File: config.mk
export PLATFORM = sky130hd
export DESIGN_NAME = mem_arbiter_flat
export DESIGN_NICKNAME = d
export VERILOG_FILES = /design/src/rtl/mem_arbiter_if.sv /design/src/rtl/mem_arbiter.sv /design/src/flat_wrapper.sv
export SDC_FILE = /design/constraint.sdc
export NUM_CORES = 1
export LEC_CHECK = 0
export CAP_MARGIN = 10
export CORE_UTILIZATION = 44
export CTS_CLUSTER_SIZE = 30
export DETAILED_ROUTE_END_ITERATION = 8
export HOLD_SLACK_MARGIN = 0.03
export PLACE_DENSITY = 0.85
export SLEW_MARGIN = 10
export SYNTH_ARGS = -nofsm -noshare
export SYNTH_HDL_FRONTEND = slang
export SYNTH_SLANG_ARGS = --single-unit
File: constraint.sdc
create_clock -name clk -period 4 [get_ports clk]
set_input_delay 1 -clock clk [delete_from_list [all_inputs] [get_ports clk]]
set_output_delay 1 -clock clk [all_outputs]
set_load 0.05 [all_outputs]
File: src/rtl/mem_arbiter_if.sv
// ---------------------------------------------------------------------------
// mem_arbiter_if
//   Bundles the two requester ports (A = CPU, B = loader/debug), the memory
//   side and the busy flag of mem_arbiter.
//
//   Handshake (both requester ports): a requester raises req with we/addr/
//   wdata stable and keeps it high until it sees gnt = 1. At that clock edge
//   it either drops req or presents its next request; a req still high in
//   the following IDLE cycle is a new request. Read data returns later as a
//   one-cycle rvalid pulse with rdata, and rdata holds until the next read by
//   the same port.
//
//   Modports:
//     slave  - the arbiter side.
//     master - the environment side: the requesters and the memory, which
//              drives mem_out.
//
//   Optional MEM_ARBITER_STATS_EN adds a_cnt, b_cnt and starve.
// ---------------------------------------------------------------------------
interface mem_arbiter_if #(
    parameter int ADDR_WIDTH = 6,
    parameter int DATA_WIDTH = 16
);
    logic                  a_req;
    logic                  a_we;
    logic [ADDR_WIDTH-1:0] a_addr;
    logic [DATA_WIDTH-1:0] a_wdata;
    logic                  a_gnt;
    logic                  a_rvalid;
    logic [DATA_WIDTH-1:0] a_rdata;

    logic                  b_req;
    logic                  b_we;
    logic [ADDR_WIDTH-1:0] b_addr;
    logic [DATA_WIDTH-1:0] b_wdata;
    logic                  b_gnt;
    logic                  b_rvalid;
    logic [DATA_WIDTH-1:0] b_rdata;

    logic [ADDR_WIDTH-1:0] mem_addr;
    logic                  mem_we;
    logic [DATA_WIDTH-1:0] mem_data;
    logic [DATA_WIDTH-1:0] mem_out;

    logic                  busy;
`ifdef MEM_ARBITER_STATS_EN
    logic [7:0]            a_cnt;
    logic [7:0]            b_cnt;
    logic [0:0]            starve;
`endif

    modport slave (
        input  a_req, a_we, a_addr, a_wdata,
        output a_gnt, a_rvalid, a_rdata,
        input  b_req, b_we, b_addr, b_wdata,
        output b_gnt, b_rvalid, b_rdata,
        output mem_addr, mem_we, mem_data,
        input  mem_out,
        output busy
`ifdef MEM_ARBITER_STATS_EN
        , output a_cnt, b_cnt, starve
`endif
    );

    modport master (
        output a_req, a_we, a_addr, a_wdata,
        input  a_gnt, a_rvalid, a_rdata,
        output b_req, b_we, b_addr, b_wdata,
        input  b_gnt, b_rvalid, b_rdata,
        input  mem_addr, mem_we, mem_data,
        output mem_out,
        input  busy
`ifdef MEM_ARBITER_STATS_EN
        , input a_cnt, b_cnt, starve
`endif
    );
endinterface

File: src/rtl/mem_arbiter.sv
// ---------------------------------------------------------------------------
// mem_arbiter
//   Shares one single-port memory between port A (CPU, high priority) and
//   port B (loader/debug, low priority with a starvation guard). Accesses are
//   serialised by an IDLE -> ACCESS (-> RESP) FSM; every output is a register.
//
//   Ports:
//     clk     - clock, rising edge
//     rst     - asynchronous reset, active high
//     bus     - mem_arbiter_if.slave: A/B request ports, memory side, busy
//     state_o - current FSM state (0 IDLE, 1 ACCESS, 2 RESP) for debug
//
//   Timing, request sampled in IDLE at cycle 0: gnt and mem_we at cycle 1,
//   read rvalid at cycle 3; the next arbitration is at cycle 2 after a write
//   and at cycle 3 after a read.
//
//   Optional feature macro: MEM_ARBITER_STATS_EN (grant counters a_cnt/b_cnt
//   and sticky starve flag).
// ---------------------------------------------------------------------------
module mem_arbiter #(
    parameter int ADDR_WIDTH = 6,
    parameter int DATA_WIDTH = 16,
    parameter int MAX_BURST  = 4
) (
    input  logic           clk,
    input  logic           rst,
    mem_arbiter_if.slave   bus,
    output logic [1:0]     state_o
);
    typedef enum logic [1:0] {
        S_IDLE   = 2'd0,
        S_ACCESS = 2'd1,
        S_RESP   = 2'd2
    } state_t;

    localparam logic [3:0] BURST_MAX = 4'(MAX_BURST);

    state_t                state_q;
    logic                  owner_b_q;   // 0 = A owns the access, 1 = B
    logic                  we_q;
    logic                  busy_q;
    logic                  a_gnt_q, b_gnt_q;
    logic                  a_rvalid_q, b_rvalid_q;
    logic                  mem_we_q;
    logic [ADDR_WIDTH-1:0] mem_addr_q;
    logic [DATA_WIDTH-1:0] mem_data_q;
    logic [DATA_WIDTH-1:0] a_rdata_q, b_rdata_q;
    logic [3:0]            burst_q, burst_d;

    logic                  grant_now;
    logic                  pick_b;

    // A wins ties unless A has used up its burst while B is waiting.
    always_comb begin
        grant_now = (state_q == S_IDLE) && (bus.a_req || bus.b_req);
        pick_b    = bus.b_req && (!bus.a_req || (burst_q == BURST_MAX));
        burst_d   = burst_q;
        if (grant_now) begin
            if (pick_b || !bus.b_req) begin
                burst_d = 4'd0;
            end else if (burst_q != BURST_MAX) begin
                burst_d = burst_q + 4'd1;
            end
        end
    end

    always_ff @(posedge clk or posedge rst) begin
        if (rst) begin
            state_q    <= S_IDLE;
            owner_b_q  <= 1'b0;
            we_q       <= 1'b0;
            busy_q     <= 1'b0;
            a_gnt_q    <= 1'b0;
            b_gnt_q    <= 1'b0;
            a_rvalid_q <= 1'b0;
            b_rvalid_q <= 1'b0;
            mem_we_q   <= 1'b0;
            mem_addr_q <= '0;
            mem_data_q <= '0;
            a_rdata_q  <= '0;
            b_rdata_q  <= '0;
            burst_q    <= 4'd0;
        end else begin
            // Pulses default low; each is raised for exactly one cycle below.
            a_gnt_q    <= 1'b0;
            b_gnt_q    <= 1'b0;
            a_rvalid_q <= 1'b0;
            b_rvalid_q <= 1'b0;
            mem_we_q   <= 1'b0;
            burst_q    <= burst_d;
            case (state_q)
                S_IDLE: begin
                    if (grant_now) begin
                        // Register the winner's access so that gnt and
                        // mem_we are visible together during ACCESS.
                        owner_b_q  <= pick_b;
                        we_q       <= pick_b ? bus.b_we    : bus.a_we;
                        mem_we_q   <= pick_b ? bus.b_we    : bus.a_we;
                        mem_addr_q <= pick_b ? bus.b_addr  : bus.a_addr;
                        mem_data_q <= pick_b ? bus.b_wdata : bus.a_wdata;
                        a_gnt_q    <= !pick_b;
                        b_gnt_q    <= pick_b;
                        busy_q     <= 1'b1;
                        state_q    <= S_ACCESS;
                    end
                end
                S_ACCESS: begin
                    // A write completes here; a read waits one more cycle
                    // for the memory's registered output.
                    state_q <= we_q ? S_IDLE : S_RESP;
                    busy_q  <= !we_q;
                end
                S_RESP: begin
                    if (owner_b_q) begin
                        b_rdata_q  <= bus.mem_out;
                        b_rvalid_q <= 1'b1;
                    end else begin
                        a_rdata_q  <= bus.mem_out;
                        a_rvalid_q <= 1'b1;
                    end
                    busy_q  <= 1'b0;
                    state_q <= S_IDLE;
                end
                default: begin
                    busy_q  <= 1'b0;
                    state_q <= S_IDLE;
                end
            endcase
        end
    end

    assign bus.a_gnt    = a_gnt_q;
    assign bus.b_gnt    = b_gnt_q;
    assign bus.a_rvalid = a_rvalid_q;
    assign bus.b_rvalid = b_rvalid_q;
    assign bus.a_rdata  = a_rdata_q;
    assign bus.b_rdata  = b_rdata_q;
    assign bus.mem_addr = mem_addr_q;
    assign bus.mem_we   = mem_we_q;
    assign bus.mem_data = mem_data_q;
    assign bus.busy     = busy_q;
    assign state_o      = state_q;

`ifdef MEM_ARBITER_STATS_EN
    logic [7:0] a_cnt_q, b_cnt_q;
    logic       starve_q;

    // Counters step on the same edge that raises the matching gnt pulse.
    always_ff @(posedge clk or posedge rst) begin
        if (rst) begin
            a_cnt_q  <= 8'd0;
            b_cnt_q  <= 8'd0;
            starve_q <= 1'b0;
        end else if (grant_now) begin
            if (pick_b) begin
                if (b_cnt_q != 8'hFF) b_cnt_q <= b_cnt_q + 8'd1;
                // B only beats a requesting A when the burst guard fires.
                if (bus.a_req) starve_q <= 1'b1;
            end else begin
                if (a_cnt_q != 8'hFF) a_cnt_q <= a_cnt_q + 8'd1;
            end
        end
    end

    assign bus.a_cnt  = a_cnt_q;
    assign bus.b_cnt  = b_cnt_q;
    assign bus.starve = starve_q;
`endif
endmodule

File: src/flat_wrapper.sv
// flat-port wrapper written by rule: the top's interface ports become plain ports
module mem_arbiter_flat 
#(
    parameter int ADDR_WIDTH = 6,
    parameter int DATA_WIDTH = 16,
    parameter int MAX_BURST  = 4
)
  (clk, rst, state_o, bus_a_req, bus_a_we, bus_a_addr, bus_a_wdata, bus_a_gnt, bus_a_rvalid, bus_a_rdata, bus_b_req, bus_b_we, bus_b_addr, bus_b_wdata, bus_b_gnt, bus_b_rvalid, bus_b_rdata, bus_mem_addr, bus_mem_we, bus_mem_data, bus_mem_out, bus_busy);
  mem_arbiter_if #(.ADDR_WIDTH(ADDR_WIDTH), .DATA_WIDTH(DATA_WIDTH)) bus_i ();
  input  logic clk;
  input  logic rst;
  output logic [1:0] state_o;
  input wire logic [$bits(bus_i.a_req)-1:0] bus_a_req;
  input wire logic [$bits(bus_i.a_we)-1:0] bus_a_we;
  input wire logic [$bits(bus_i.a_addr)-1:0] bus_a_addr;
  input wire logic [$bits(bus_i.a_wdata)-1:0] bus_a_wdata;
  output wire logic [$bits(bus_i.a_gnt)-1:0] bus_a_gnt;
  output wire logic [$bits(bus_i.a_rvalid)-1:0] bus_a_rvalid;
  output wire logic [$bits(bus_i.a_rdata)-1:0] bus_a_rdata;
  input wire logic [$bits(bus_i.b_req)-1:0] bus_b_req;
  input wire logic [$bits(bus_i.b_we)-1:0] bus_b_we;
  input wire logic [$bits(bus_i.b_addr)-1:0] bus_b_addr;
  input wire logic [$bits(bus_i.b_wdata)-1:0] bus_b_wdata;
  output wire logic [$bits(bus_i.b_gnt)-1:0] bus_b_gnt;
  output wire logic [$bits(bus_i.b_rvalid)-1:0] bus_b_rvalid;
  output wire logic [$bits(bus_i.b_rdata)-1:0] bus_b_rdata;
  output wire logic [$bits(bus_i.mem_addr)-1:0] bus_mem_addr;
  output wire logic [$bits(bus_i.mem_we)-1:0] bus_mem_we;
  output wire logic [$bits(bus_i.mem_data)-1:0] bus_mem_data;
  input wire logic [$bits(bus_i.mem_out)-1:0] bus_mem_out;
  output wire logic [$bits(bus_i.busy)-1:0] bus_busy;
  assign bus_i.a_req = bus_a_req;
  assign bus_i.a_we = bus_a_we;
  assign bus_i.a_addr = bus_a_addr;
  assign bus_i.a_wdata = bus_a_wdata;
  assign bus_a_gnt = bus_i.a_gnt;
  assign bus_a_rvalid = bus_i.a_rvalid;
  assign bus_a_rdata = bus_i.a_rdata;
  assign bus_i.b_req = bus_b_req;
  assign bus_i.b_we = bus_b_we;
  assign bus_i.b_addr = bus_b_addr;
  assign bus_i.b_wdata = bus_b_wdata;
  assign bus_b_gnt = bus_i.b_gnt;
  assign bus_b_rvalid = bus_i.b_rvalid;
  assign bus_b_rdata = bus_i.b_rdata;
  assign bus_mem_addr = bus_i.mem_addr;
  assign bus_mem_we = bus_i.mem_we;
  assign bus_mem_data = bus_i.mem_data;
  assign bus_i.mem_out = bus_mem_out;
  assign bus_busy = bus_i.busy;
  mem_arbiter #(.ADDR_WIDTH(ADDR_WIDTH), .DATA_WIDTH(DATA_WIDTH), .MAX_BURST(MAX_BURST)) u_core (.clk(clk), .rst(rst), .bus(bus_i), .state_o(state_o));
endmodule
[Word-level counts from Yosys, hierarchy flattened]
Cells that the tools add are included.
W data, S select, Z words.
Cells by class
  $add $sub $neg: 1
  muxes and demuxes: 20
  bitwise logic cells: 1
  equality and inequality tests: 5
  reductions and logical operators: 15
Operators with widths (count)
  $mux W16: 1
  $mux W1: 12
  $mux W4: 2
  $reduce_and A2 Y1: 4
  $mux W6: 1
  $add A4 B1 Y4 const B: 1
  $eq A4 B3 Y1 const B: 1
  $logic_not A1 Y1: 4
  $mux W2: 2
  $ne A4 B3 Y1 const B: 1
  $pmux W2 S2: 1
  $logic_or A1 B1 Y1: 3
  $eq A2 B1 Y1 const B: 1
  $eq A2 B2 Y1 const B: 1
  $logic_and A1 B1 Y1: 2
  $logic_not A2 Y1: 1
  $ne A2 B1 Y1 const B: 1
  $pmux W1 S2: 1
  $reduce_bool A2 Y1: 1
  $not A1 Y1: 1
Word-level totals
  register bits after elaboration: 68
  output and inout port bits: 62
  bits of input ports: 66
  logic and storage cells: 56

[Depth between registers and ports, before layout]
Gate-level depths: netlist of the first run.
  depth in word-level cells: 6
  mapped depth: 7
  mapped depth without buffers: 6

[Worst setup path after synthesis of the first run]
No wires, ideal clock.
  path type: input port to flip-flop
  start: input port bus_b_req
  end: register u_core.mem_data_q[10] (netlist: u_core.bus.mem_data[10])
  path buffers: 1
  stages: 5
  library setup time: 0.118 ns
  data required time: 3.882 ns
  arrival time: 1.783 ns
  setup slack: 2.099 ns
  cell sequence: inv_1 -> o211a_2 -> buf_2 -> a22o_1 -> a21o_1
Between the ends
  longest elaborated chain between the ends: 3
  elaborated cells on any way between the ends: 5
  those cells by class: mux: 1; reduce/logical: 4
Ends and longest elaborated chain
  start, declared: line flat_wrapper.sv:20  | input wire logic [$bits(bus_i.b_req)-1:0] bus_b_req;
  $logic_or A1 B1 Y1: line mem_arbiter.sv:55  | grant_now = (state_q == S_IDLE) && (bus.a_req || bus.b_req);
  $logic_and A1 B1 Y1: line mem_arbiter.sv:55
  $reduce_and A2 Y1 (no source line)
  end signal, assigned: line mem_arbiter.sv:100  | mem_data_q <= pick_b ? bus.b_wdata : bus.a_wdata;
  end, declared: line mem_arbiter.sv:46  | logic [DATA_WIDTH-1:0] mem_data_q;
Parallel ways exist; a longest one is shown, timed or not.
A chain may end at the register's enable or synchronous reset.

[Worst setup path after layout of the first run]
  start: register u_core.state_q[0] (netlist: u_core.state_o[0])
  end: output port state_o[0]
RTL lines
  start, declared: line mem_arbiter.sv:38  | state_t state_q;
  start signal, assigned: line mem_arbiter.sv:110  | state_q <= we_q ? S_IDLE : S_RESP;
  end, declared: line flat_wrapper.sv:12  | output logic [1:0] state_o;
No word-level cell between the ends.

==> impl_metrics.py, run 1 <==
metrics = {
    "synthesis": {
        "synth_top_area_cell": "dfrtp_1",
        "synth_cells": 222,
        "yosys-top-cells-area": "dfrtp_1, a22o_1, nand2_1",
        "seq_area_frac_synth_pct": 62.1,
        "synth_top_area_share_pct": 62.1,
        "synth-seq-cells": 68,
        "synthSimpleGateAreaFrac_pct": 10.7,
        "netlist_area_um2": 2740,
        "yosysMostFrequentCell": "dfrtp_1",
        "synth_cell_types": 31,
        "synth_compound_area_share_pct": 17.0,
        "synth_ff_type": "dfrtp_1",
        "synth_area_per_cell_um2": 12.3,
        "synth.mux.area_fraction_pct": 6.58,
        "yosys_warnings": 0,
        "syn_nets": 290,
        "synthXorXnorAreaFrac_pct": 0,
        "ys_top_cells_by_count": "dfrtp_1, nand2_1, a21o_1, a22o_1, mux2_1",
        "synth_top_family_by_area": "compound AO/OA/AOI/OAI gates",
        "synth-edff-count": 0,
        "synthAdderAreaFrac_pct": 0.913,
        "ys_async_sr_fraction_pct": 100,
    },
    "routing": {
        "vias": 2223,
        "drt_pass1_iterations": 4,
        "postRouteAntennaNets": 0,
        "drc_errors": 0,
        "viasPerCell": 5.11,
        "wl_per_cell_um": 15.3,
        "routed_wl_um": 6640,
        "drt_iter0_markers": 48,
    },
    "setup_path": {
        "startpoint_type": "flop",
        "path_buf_inv": 1,
        "critPathSlowestCell": "clkdlybuf4s50_1",
        "worst_ep_required_time_ns": 3.00,
        "cp-end-kind": "output pin",
        "cp_slowest_stage_delay_ns": 0.89,
        "reg2reg_depth": 4,
        "crit_fanout": 8,
        "r2r_slack_ns": 2.14,
        "crit_chain": "clkdlybuf4s50_1",
        "r2r-start": "u_core.state_o[0]",
        "crit_type": "flop to output pin",
        "cpLargestDelayFamily": "buffers and inverters",
        "reg2reg_to": "u_core.bus.b_rdata[7]",
        "arrival_ns": 1.71,
    },
    "min_path": {
        "hp-start": "u_core.we_q",
        "whs_path_depth": 1,
        "whs_endpoint": "u_core.state_o[1]",
        "hp-class": "flop to flop",
    },
    "cts": {
        "cts_buffer_depth": 2,
        "cts_tree": "built",
        "cts.clk_slew.worst_paths_ns": 0.07,
        "insertion_delay_ns": 0.32,
        "numCtsBuffers": 9,
        "cts_resized": 0,
        "cts_num_sinks": 68,
        "root_buffer": "clkbuf_8",
        "htree_levels": 3,
        "cts_setup_buffers": 0,
        "ctsHoldBuffers": 0,
    },
    "placed_design": {
        "dp_hpwl_um": 4830,
        "io_buffers": 127,
        "gp_congestion": 0.755,
        "placed_cell_area_um2": 4080,
    },
    "layout": {
        "post-route-util_pct": 72.0,
        "diodes": 0,
        "area_delta_synth_final_pct": 56.4,
        "fin_area_um2": 4290,
        "drive_gt1_share_pct": 9.44,
        "num-nets-final": 423,
    },
    "timing": {
        "drv_slew": 0,
        "setup_viol": 0,
        "tns_ns": 0,
        "fmax_mhz": 370,
        "min_period_ns": 2.71,
        "whs_ns": 0.468,
        "rsz0062_at_grt": "false",
        "min_period_over_period_pct": 67.6,
        "worst_slew_pin_slew_ns": 0.916,
        "skew_ns": 0.00718,
        "slew_headroom_pct": 38.9,
        "hold_viol": 0,
    },
    "floorplan": {
        "die_area_um2": 6550,
        "io_pins": 128,
        "num_rows": 28,
        "core_um2": 5960,
        "die_w_um": 80.9,
        "initial_utilization_pct": 46.0,
        "die_y_um": 80.9,
    },
    "global_route": {
        "grtUsageMet1_pct": 24.5,
        "grt_overflow": 0,
        "grt_util_met2_pct": 36.6,
        "grt_use_total_pct": 20.9,
        "antenna_found_initial": 0,
        "met3_usage_pct": 5.84,
        "grt_pass1_wl_um": 10200,
        "grt-busiest-layer": "met2",
        "grt_max_degree": 29,
        "grt_pass1_vias": 2211,
    },
    "run_status": {
        "status": "completed",
    },
    "run": {
        "drv_cap": 0,
    },
    "power": {
        "power_density_nw_per_um2": 987,
        "power_leakage_nw": 2.02,
        "vdd_drop_max_uv": 652,
    },
}
-- layout by cell type (no fill, tap or decap), types with 4 or more instances in the layout --
master and instances:
buf_4 4, a21o_1 24, dfrtp_1 68, mux2_1 9, nand2_1 52, inv_1 4, a22o_1 24, clkbuf_8 11
clkdlybuf4s50_1 127, mux2_2 7
-- cells by family (layout without fill, tap and decap cells) --
family / after synthesis / after routing
DFF: 68 / 68
and+or+nand+nor: 63 / 63
AOI/OAI and AO/OA: 58 / 58
muxes: 16 / 16
buffers and inverters: 15 / 153
adders and majority gates: 2 / 2
-- layer usage --
metal	part of all wire [%]	vias to the layer above
met2	49	101
met1	41	1068
li1	-	1047
met5	0	-
met3	8.2	7
met4	1.1	0
-- worst max-delay path by stage --
stage | depth (start not counted) | endpoint | start
CTS | 1 | state_o[0] | u_core.state_o[0]
detailed placement | 5 | u_core.bus.mem_addr[5] | bus_b_req
finish | 1 | state_o[0] | u_core.state_o[0]
floorplan | 1 | u_core.burst_q[0] | rst
global placement | 5 | u_core.bus.mem_addr[2] | bus_b_req
global route | 1 | state_o[0] | u_core.state_o[0]
-- report_power, final --
part           leakage, nW  switching [mW]  total, mW  internal, mW
logic                 1.09            1.56       2.46         0.903
clock network        0.102           0.235      0.555         0.320
registers            0.835           0.200       1.21          1.01
total                 2.02            1.99       4.23          2.24
-- layout make-up --
cell class              instances  area, um^2
flip-flops and latches         68        1700
fillers                       451        1670
repair buffers                131        1300
multi-input cells             139         963
clock buffers                  12         155
well taps                      75        93.8
clock inverters                 4        47.5
inverters                       6        22.5
-- metrics by stage --
step	power (mW)	setup slack, ns	cells
finish	4.23	1.29	435
global route	4.44	1.25	435
CTS	4.27	1.27	435
detailed placement	3.69	1.40	419
global placement	3.63	1.45	419
floorplan	2.86	1.29	222
-- flip-flops by register name (all words and copies together) (netlist names) --
register	flops
u_core.burst_q	4
u_core.bus.a_gnt	1
u_core.bus.a_rdata	16
u_core.bus.a_rvalid	1
u_core.bus.b_gnt	1
u_core.bus.b_rdata	16
u_core.bus.b_rvalid	1
u_core.bus.busy	1
u_core.bus.mem_addr	6
u_core.bus.mem_data	16
u_core.bus.mem_we	1
u_core.owner_b_q	1
u_core.state_o	2
u_core.we_q	1
(Power assumes the default switching activity.)
==> run 2: changes to the inputs <==
--- a/config.mk
+++ b/config.mk
@@ -6,11 +6,11 @@
 export NUM_CORES = 1
 export LEC_CHECK = 0
 export CAP_MARGIN = 10
-export CORE_UTILIZATION = 44
+export CORE_UTILIZATION = 37
 export CTS_CLUSTER_SIZE = 30
 export DETAILED_ROUTE_END_ITERATION = 8
 export HOLD_SLACK_MARGIN = 0.03
-export PLACE_DENSITY = 0.85
+export PLACE_DENSITY = 0.76
 export SLEW_MARGIN = 10
 export SYNTH_ARGS = -nofsm -noshare
 export SYNTH_HDL_FRONTEND = slang
==> constraint.sdc (replaced) <==
create_clock -name clk -period 2.35 [get_ports clk]
set_input_delay 0.5875 -clock clk [delete_from_list [all_inputs] [get_ports clk]]
set_output_delay 0.5875 -clock clk [all_outputs]
set_load 0.05 [all_outputs]
==> run 2 against run 1 <==
Against the previous run:
- die area is 18% higher
- cell area increased by 2.1%
- core utilization shrank 11 points
- register-to-register slack got worse by 1.5 ns
- critical path depth did not move
- clock-buffer cell count shrank 3
- critical path type unchanged
==> impl_metrics.py, run 2 (synthesis results as in run 1) <==
metrics = {
    "run": {
        "drv_cap": 0,
    },
    "routing": {
        "drt_iter0_markers": 93,
        "drc_errors": 0,
        "routed_wl_um": 6510,
        "wl_per_cell_um": 14.1,
        "m1WireLength_um": 2790,
        "viasPerCell": 4.85,
        "postRouteAntennaNets": 0,
        "vias": 2242,
        "drt_pass1_iterations": 4,
        "wl_met2_um": 3080,
        "highest_layer": "met4",
        "wl_met3_um": 532,
    },
    "cts": {
        "root_buffer": "clkbuf_8",
        "insertion_delay_ns": 0.33,
        "htree_levels": 3,
        "cts_setup_buffers": 0,
        "cts_tree": "built",
        "numCtsBuffers": 9,
        "cts_buffer_depth": 2,
        "cts_num_sinks": 68,
        "cts.clk_slew.worst_paths_ns": 0.08,
    },
    "layout": {
        "multi_input_area_um2": 963,
        "post-route-util_pct": 60.6,
        "register_area_um2": 1700,
        "layout_common_cells": "clkdlybuf4s50_1, dfrtp_1, nand2_1",
        "area_delta_synth_final_pct": 59.7,
        "fin_area_um2": 4380,
        "diodes": 0,
        "fillers": 616,
        "num-nets-final": 426,
        "drive_gt1_share_pct": 10.5,
        "final_common_cell": "clkdlybuf4s50_1",
    },
    "timing": {
        "setup_ws_ns": 0.243,
        "worst_slew_pin_slew_ns": 0.551,
        "fmax_mhz": 475,
        "min_period_over_period_pct": 89.7,
        "whs_ns": 0.453,
        "slew_headroom_pct": 63.1,
        "min_period_ns": 2.11,
        "setup_viol": 0,
        "drv_slew": 0,
        "rsz0062_at_grt": "false",
        "tns_ns": 0,
        "skew_ns": 0.00745,
        "hold_viol": 0,
    },
    "floorplan": {
        "die_area_um2": 7750,
        "io_pins": 128,
        "initial_utilization_pct": 38.0,
        "die_y_um": 88.1,
        "num_rows": 31,
        "core_um2": 7210,
        "die_w_um": 88.1,
    },
    "power": {
        "power_leakage_nw": 2.06,
        "power_density_nw_per_um2": 1660,
        "vdd_drop_max_uv": 823,
    },
    "setup_path": {
        "crit_chain": "clkdlybuf4s50_1",
        "cpLargestDelayFamily": "buffers and inverters",
        "path_buf_inv": 1,
        "crit_start": "u_core.bus.mem_data[0]",
        "r2r-start": "u_core.burst_q[0]",
        "crit_fanout": 2,
        "cp_slowest_stage_delay_ns": 0.83,
        "worst_ep_required_time_ns": 1.76,
        "critPathSlowestCell": "clkdlybuf4s50_1",
        "cp-end-kind": "output pin",
        "r2r_slack_ns": 0.63,
        "crit_type": "flop to output pin",
        "startpoint_type": "flop",
        "arrival_ns": 1.52,
    },
    "min_path": {
        "hp-class": "input pin to async pin",
    },
    "global_route": {
        "grt_pass1_vias": 2265,
        "grt_pass1_wl_um": 10200,
        "antenna_found_initial": 0,
        "grt_max_degree": 35,
        "grt_use_total_pct": 17.3,
        "grt_overflow": 0,
    },
    "placed_design": {
        "io_buffers": 127,
        "dp_hpwl_um": 4650,
        "place_ws_ns": 0.175,
        "gp_congestion": 0.717,
        "placed_cell_area_um2": 4170,
    },
    "run_status": {
        "status": "completed",
    },
}
run 2: power by group:
part / switching [mW] / total [mW] / internal, mW / leakage, nW
clock: 0.459 / 0.954 / 0.495 / 0.0958
combinational: 2.65 / 4.24 / 1.59 / 1.13
sequential: 0.336 / 2.06 / 1.72 / 0.835
total: 3.45 / 7.25 / 3.80 / 2.06
run 2: final cells by class:
| cell class | count | share of cell area, % |
|---|---|---|
| well taps | 99 | 2.83 |
| clock buffers | 9 | 2.83 |
| clock inverters | 7 | 1.74 |
| repair buffers | 134 | 31.2 |
| multi-input cells | 139 | 22.0 |
| flip-flops and latches | 68 | 38.9 |
| inverters | 6 | 0.515 |
run 2: path summary, 6_finish.rpt:
| check | to | cells past startpoint |
|---|---|---|
| max in group asynchronous | u_core.bus.busy | 3 |
| worst max register to register | u_core.bus.mem_data[2] | 6 |
| worst min-delay path | u_core.bus.mem_data[13] | 2 |
| worst min register to register | u_core.bus.b_rdata[7] | 2 |
| min in group clk | u_core.bus.b_rdata[7] | 2 |
| worst max-delay path | bus_mem_data[0] | 1 |
run 2: through the flow:
step	total power, mW	instances
6_report	7.25	462
4_1_cts	7.32	462
3_3_place_gp	6.25	446
5_1_grt	7.62	462
2_1_floorplan	4.87	222
3_5_place_dp	6.34	446
run 2: metal layers:
layer / track usage, % / vias to the layer above
met5: 0 / -
met4: 7.33 / 0
met3: 4.43 / 11
met2: 29.9 / 94
met1: 20.5 / 1082
li1: - / 1055
run 2: what timing repair did:
action                     4_1_cts  5_1_grt
setup endpoints to repair        0        1
hold endpoints to repair         0        0
gates resized for setup          0        1
hold buffers                     0        0
